[config.mk]
export PLATFORM = sky130hd
export DESIGN_NAME = eltwise_stream_ctrl
export DESIGN_NICKNAME = d
export VERILOG_FILES = /design/src/rtl/eltwise_stream_ctrl.sv
export SDC_FILE = /design/constraint.sdc
export NUM_CORES = 1
export LEC_CHECK = 0
export BUFFER_PORTS_ARGS = -buffer_cell sky130_fd_sc_hd__buf_2
export CORE_ASPECT_RATIO = 0.75
export CORE_MARGIN = 2
export CORE_UTILIZATION = 40
export CTS_CLUSTER_DIAMETER = 200
export DETAILED_ROUTE_END_ITERATION = 6
export PLACE_DENSITY_LB_ADDON = 0.1
export SYNTH_ARGS = -nofsm -noshare
export SYNTH_HDL_FRONTEND = slang
export SYNTH_SLANG_ARGS = --single-unit
[constraint.sdc]
create_clock -name clk -period 8.6 [get_ports clk]
set_clock_uncertainty 0.15 [all_clocks]
set_input_delay 2.15 -clock clk [delete_from_list [all_inputs] [get_ports clk]]
set_output_delay 2.15 -clock clk [all_outputs]
set_load 0.02 [all_outputs]
[src/rtl/eltwise_stream_ctrl.sv]
// Sequencer for one elementwise streaming pass: source SRAM -> PE -> skid FIFO -> shared destination port.
// A credit counter caps the words in flight at the FIFO depth, so the FIFO cannot overflow.
module eltwise_stream_ctrl #(
    parameter int ADDR_W       = 10,
    parameter int DATA_W       = 16,
    parameter int MAX_INFLIGHT = 4
) (
    input  logic              clk,
    input  logic              rst,
    input  logic              start,
    input  logic [ADDR_W-1:0] src_base,
    input  logic [ADDR_W-1:0] dst_base,
    input  logic [ADDR_W-1:0] len,
    output logic              busy,
    output logic              done,
    output logic              err_busy,
    output logic              src_ren,
    output logic [ADDR_W-1:0] src_addr,
    input  logic [DATA_W-1:0] src_rdata,
    output logic              pe_in_valid,
    output logic [DATA_W-1:0] pe_in_data,
    input  logic              pe_out_valid,
    input  logic [DATA_W-1:0] pe_out_data,
    output logic              dst_req,
    input  logic              dst_gnt,
    output logic              dst_wen,
    output logic [ADDR_W-1:0] dst_addr,
    output logic [DATA_W-1:0] dst_wdata
);

    // state | meaning
    // IDLE  | waiting for start
    // RUN   | issuing source reads, writing results as granted
    // DRAIN | all reads issued, waiting for the last write
    // FIN   | one-cycle done pulse
    typedef enum logic [1:0] {IDLE, RUN, DRAIN, FIN} state_t;

    localparam int PW = $clog2(MAX_INFLIGHT);
    localparam int CW = PW + 1;

    state_t            state, state_nxt;
    logic [ADDR_W-1:0] src_base_q, dst_base_q, len_q;
    logic [ADDR_W-1:0] issue_cnt, wr_cnt;
    logic [CW-1:0]     inflight, fifo_cnt;
    logic [PW-1:0]     rd_ptr, wr_ptr;
    logic [DATA_W-1:0] fifo_mem [MAX_INFLIGHT];

    logic accept, issue, last_issue, last_wr, push, pop, fifo_full, push_ok;

    assign accept     = (state == IDLE) && start;
    assign issue      = (state == RUN) && (issue_cnt < len_q) && (inflight < CW'(MAX_INFLIGHT));
    assign last_issue = issue && (issue_cnt == len_q - ADDR_W'(1));
    assign pop        = dst_wen;
    assign last_wr    = pop && (wr_cnt == len_q - ADDR_W'(1));
    assign push       = pe_out_valid && ((state == RUN) || (state == DRAIN));
    assign fifo_full  = (fifo_cnt == CW'(MAX_INFLIGHT));
    // When full, a same-cycle pop frees the slot first.
    assign push_ok    = push && (!fifo_full || pop);

    assign src_ren    = issue;
    assign src_addr   = src_base_q + issue_cnt;
    assign pe_in_data = src_rdata;
    assign dst_req    = (fifo_cnt != '0);
    assign dst_wen    = dst_req && dst_gnt;
    assign dst_addr   = dst_base_q + wr_cnt;
    assign dst_wdata  = fifo_mem[rd_ptr];

    always_comb begin
        state_nxt = state;
        busy      = 1'b0;
        done      = 1'b0;
        err_busy  = 1'b0;
        case (state)
            IDLE: begin
                if (start) state_nxt = (len == '0) ? FIN : RUN;
            end
            RUN: begin
                busy     = 1'b1;
                err_busy = start;
                if (last_issue) state_nxt = DRAIN;
            end
            DRAIN: begin
                busy     = 1'b1;
                err_busy = start;
                if (last_wr) state_nxt = FIN;
            end
            FIN: begin
                done      = 1'b1;
                err_busy  = start;
                state_nxt = IDLE;
            end
            default: state_nxt = IDLE;
        endcase
    end

    always_ff @(posedge clk or negedge rst) begin
        if (!rst) begin
            state       <= IDLE;
            src_base_q  <= '0;
            dst_base_q  <= '0;
            len_q       <= '0;
            issue_cnt   <= '0;
            wr_cnt      <= '0;
            inflight    <= '0;
            pe_in_valid <= 1'b0;
        end else begin
            state       <= state_nxt;
            pe_in_valid <= src_ren;
            if (accept) begin
                src_base_q <= src_base;
                dst_base_q <= dst_base;
                len_q      <= len;
                issue_cnt  <= '0;
                wr_cnt     <= '0;
                inflight   <= '0;
            end else begin
                if (issue) issue_cnt <= issue_cnt + ADDR_W'(1);
                if (pop)   wr_cnt    <= wr_cnt + ADDR_W'(1);
                case ({issue, pop})
                    2'b10:   inflight <= inflight + CW'(1);
                    2'b01:   inflight <= inflight - CW'(1);
                    default: inflight <= inflight;
                endcase
            end
        end
    end

    always_ff @(posedge clk or negedge rst) begin
        if (!rst) begin
            rd_ptr   <= '0;
            wr_ptr   <= '0;
            fifo_cnt <= '0;
        end else begin
            if (push_ok) wr_ptr <= wr_ptr + PW'(1);
            if (pop)     rd_ptr <= rd_ptr + PW'(1);
            case ({push_ok, pop})
                2'b10:   fifo_cnt <= fifo_cnt + CW'(1);
                2'b01:   fifo_cnt <= fifo_cnt - CW'(1);
                default: fifo_cnt <= fifo_cnt;
            endcase
        end
    end

    always_ff @(posedge clk) begin
        if (push_ok) fifo_mem[wr_ptr] <= pe_out_data;
    end

endmodule

# Word level (Yosys, flattened, before mapping)
# Memories as Yosys holds them, arrays and structs flattened.
# Cells that the tools add are included.
# word_totals
ff_bits,63
latchBits,0
ram_bits,64
rom_bits,0
in_bits,67
output_inout_bits,59
elab_cells,76
mem_count,1
# mem_list
memory,depth,width,read_ports,rd_ports_with_merged_regs,write_ports,line,rtl
fifo_mem,4,16,1,0,1,46,logic [DATA_W-1:0] fifo_mem [MAX_INFLIGHT];
# classes
add_sub_neg,11
multipliers,0
div_mod_pow,0
magnitude_cmp,2
eq_ne,13
n_shift,0
mux,17
bitwise,0
n_reduce_logical,21
# op_table
cell,n
2-to-1 mux 10 bit,4
"adder 10 x 1 -> 10 bit, second input constant",2
adder 10 bit,2
equality test 10 bit,2
one-hot mux 3 bit (2 select lines),2
logical NOT 10 bit,1
< comparator 10 bit,1
"subtractor 10 x 1 -> 10 bit, second input constant",1
"equality test 2 bit, second input constant",4
logical AND 1 bit,8
2-to-1 mux 2 bit,4
one-hot mux 2 bit (4 select lines),1
"adder 3 x 1 -> 3 bit, second input constant",2
"equality test 2 x 1 -> 1 bit, second input constant",3
"inequality test 2 bit, second input constant",3
nonzero test 2 bit,3
nonzero test 3 bit,2
"subtractor 3 x 1 -> 3 bit, second input constant",2
2-to-1 mux 1 bit,5
"adder 2 x 1 -> 2 bit, second input constant",2
"equality test 3 bit, second input constant",1
"< comparator 3 bit, second input constant",1
2-to-1 mux 3 bit,1
AND reduction 3 bit,1
other kinds (5),6

# Logic depth before layout (Yosys ltp)
# depth
ltp_word,6
mapped_depth,14
mapped_depth_nobuf,12

# Worst setup path before layout
# No wires, ideal clock.
# synth_path
path_type,in2out
startpoint,input port dst_gnt
endpoint,output port dst_wen
t_arrival_ps,2518
t_required_ps,6300
path_slack_ps,3782
path_stages,2
n_path_buf,0
path_cell_list,nand2_1 > inv_2
# synth_via
elab_chain_len,1
# synth_lines
item,line,rtl
"start, declared",25,"input logic dst_gnt,"
logical AND 1 bit,64,assign dst_wen = dst_req && dst_gnt;
"end, declared",26,"output logic dst_wen,"
# Every way passes these cells.

# Final worst setup path
# layout_path
startpoint,register issue_cnt[2]
endpoint,output port src_addr[9]
# layout_via
elab_chain_len,1
# layout_lines
item,line,rtl
"start, declared",43,"logic [ADDR_W-1:0] issue_cnt, wr_cnt;"
"start signal, assigned",117,if (issue) issue_cnt <= issue_cnt + ADDR_W'(1);
adder 10 bit,61,assign src_addr = src_base_q + issue_cnt;
"end, declared",18,"output logic [ADDR_W-1:0] src_addr,"
# Every way passes these cells.

==> metrics.txt <==
outcome=complete, no violations; Synth Net Count=roughly 650; DR vias/cell=5.11; Avg Inst Size Synth=between 10 and 15 sq um; layout cells sized above 1=between 20% and 30%; Worst Setup End Kind=primary output; most frequent cells in the layout=93 x buf_2, 64 x edfxtp_1, 63 x dfrtp_1; CTS resizes=0; top post-synthesis cells by area=edfxtp_1 29%, dfrtp_1 23%, ha_1 7.5%; Area growth, synth to finish=17.4%; dpl hpwl=10.4 mm; Switching Power=approximately 0.0012 W; Final TNS setup=0 ps; RSZ-0062 raised after global routing=no; YS warnings=0; Synth Flop Type=edfxtp_1; CP required=6300 ps; clk sinks=between 100 and 150; Reg power frac=between 30 and 40%; commonest non-fill, non-tap cell in the layout=buf_2; Synth Cell Area=around 6700 sq um; number of fillers in the final layout=1503; Peak VDD IR=~0.14 mV; die extent in y=roughly 120 um; register area=3500 sq um; area occupied by multi-input gates=2910 sq um; Worst-Skew Late Latency=slightly above 400 ps; Post-Layout Inst Area=~8000 sq um; gr usage total=17.0%; core footprint=~16000 sq um; Total Power=between 0.003 and 0.004 W; Vias=4337; drt first-iter violations=~200; Min-Delay Path Class=flop to flop; post-synth top area share=28.6%; cts hold-fix bufs=0; f_max=approximately 190 MHz; Post-CTS Setup Repair Bufs=0; NumNets Final=about 740; slew margin rel.=39.4%; Final setup violation count=0; initial antenna violation count=1; total routed wirelength=14.5 mm; crit path max fanout=13; Worst Setup SP=issue_cnt[2]; Pleak=3.40 nW; die area=~18000 sq um; initial core utilization=between 40 and 50%; DP Worst Slack=3400 ps; combinational group share of total power=44.0%; Synth cell types=56; R2R setup slack=between 5000 and 6000 ps; Hold Crit Start=fifo_cnt[2]; register bit total from synthesis=roughly 130; placed cell areas=approximately 7300 sq um; Slew @ Worst Pin=909 ps; Worst setup endpoint=src_addr[9]; DRT antenna net count=0; cell taking the most area after synthesis=edfxtp_1; num rows=40; RD Place Congestion=~0.84; antenna diode count=0; First-pass DRT Iterations=4; first-pass GRT wire length=approximately 23 mm; crit path kind=flop to primary output; Final Cycle Share=between 60% and 70%; # DRC=0; EDFF count, synth=64; Seq/Total Area, Yosys=52.1%; Max Root-Sink Buffers=2; IO Count=126; FFs w/ async S/R, synth=roughly 50%; Root Driver=clkbuf_16; largest net degree at the start of global routing=66; number of max-cap violations=0; startpoint types=flop; clock group share of total power=a little under a quarter; hold path cells=1; IO buf count=93; Pint=0.00185 W; FF-to-FF path depth=11; H-tree levels=4; Reg-to-Reg End=inflight[1]; routed len/inst=17.1 um; Fin Hold WS=339 ps; Final WS setup=~3300 ps; Synth Instances=540; Worst-path clk slew=60 ps; Worst Path Arrival=2950 ps; Slew Limit Fails=0; Period minus WS final=approximately 5300 ps; PwrDens=slightly below 400 nW/um^2; grt ovf=0; CTS Buf Count=17; die width=about 150 um; reg-to-reg startpoint=issue_cnt[2]; vias in the first global route=4368; final hold violations=0; Switching Fraction=between 30% and 40%; CTS tree=built
## power groups by stage
stage / logic (W) / clock network (W) / registers, W
floorplan: 0.00105 / 0 / 0.000920
detailed placement: 0.00135 / 0 / 0.00100
CTS: 0.00136 / 0.000733 / 0.000993
finish: 0.00134 / 0.000717 / 0.000989
global placement: 0.00133 / 0 / 0.000993
global route: 0.00149 / 0.000764 / 0.00102
## worst max-delay path: stages, from the launching register on
cell and delay [ps]:
dfrtp_1 620, ha_1 360, a21oi_1 220, o21bai_1 90
a21oi_1 270, o21ai_0 240, or4_1 420, and3_1 170
buf_2 150
## registers in the layout, indices dropped and copies added (netlist names)
name         count
fifo_mem        64
dst_base_q      10
issue_cnt       10
len_q           10
src_base_q      10
wr_cnt          10
fifo_cnt         3
inflight         3
rd_ptr           2
state            2
wr_ptr           2
pe_in_valid      1
## metal layers
| metal | global-route usage (%) | up-vias | wire length [um] |
|---|---|---|---|
| met5 | 0 | - | 13 |
| met4 | 3.67 | 2 | 91 |
| met3 | 5.60 | 17 | 919 |
| met2 | 24.0 | 107 | 6010 |
| met1 | 25.7 | 2097 | 7460 |
| li1 | - | 2114 | - |
## stage by stage
| stage | util (%) | instances |
|---|---|---|
| floorplan | - | 540 |
| global placement | 45.0 | 817 |
| detailed placement | 45.0 | 817 |
| CTS | 48.6 | 849 |
| global route | 48.6 | 849 |
| finish | 48.6 | 849 |
## layout make-up
type | instances | area share [%]
timing repair buffer | 97 | 6.29
clock inverter | 11 | 1.78
clock buffer | 21 | 5.72
sequential | 127 | 44.4
tap | 210 | 3.33
multi-input combinational | 350 | 36.9
inverter | 33 | 1.57
## kinds of logic (layout without fill, tap and decap cells)
family	count (synthesis)	after routing	synth area share, %
simple gates	134	134	10.5
flops	127	127	52.1
compound gates	78	78	7.25
buf+inv	63	162	4.58
xor+xnor	58	58	8.18
fa+ha+maj	44	44	8.65
mux	36	36	8.68
## cells in the mapped netlist (4+ instances only)
master / n
nor2_1: 28
clkbuf_1: 10
xnor2_1: 25
nor3_1: 7
edfxtp_1: 64
nand2b_1: 4
buf_4: 16
mux2_2: 18
mux4_2: 16
o21ai_0: 28
nand2_1: 35
dfrtp_1: 63
and3_1: 8
ha_1: 40
nand4_1: 14
xor2_1: 30
a21oi_1: 25
fa_1: 4
and2_1: 8
nor4_1: 5
nor2b_1: 4
or3_1: 4
inv_1: 32
a21o_1: 4
o21bai_1: 4
## worst min-delay path by stage
stage                        endpoint  slack [ps]
after global routing      fifo_cnt[2]         360
after detailed placement  fifo_cnt[2]         330
after global placement    fifo_cnt[2]         330
after floorplan           fifo_cnt[2]         300
after CTS                 fifo_cnt[2]         340
final                     fifo_cnt[2]         340
No activity file was read; power rests on OpenSTA's default activity.
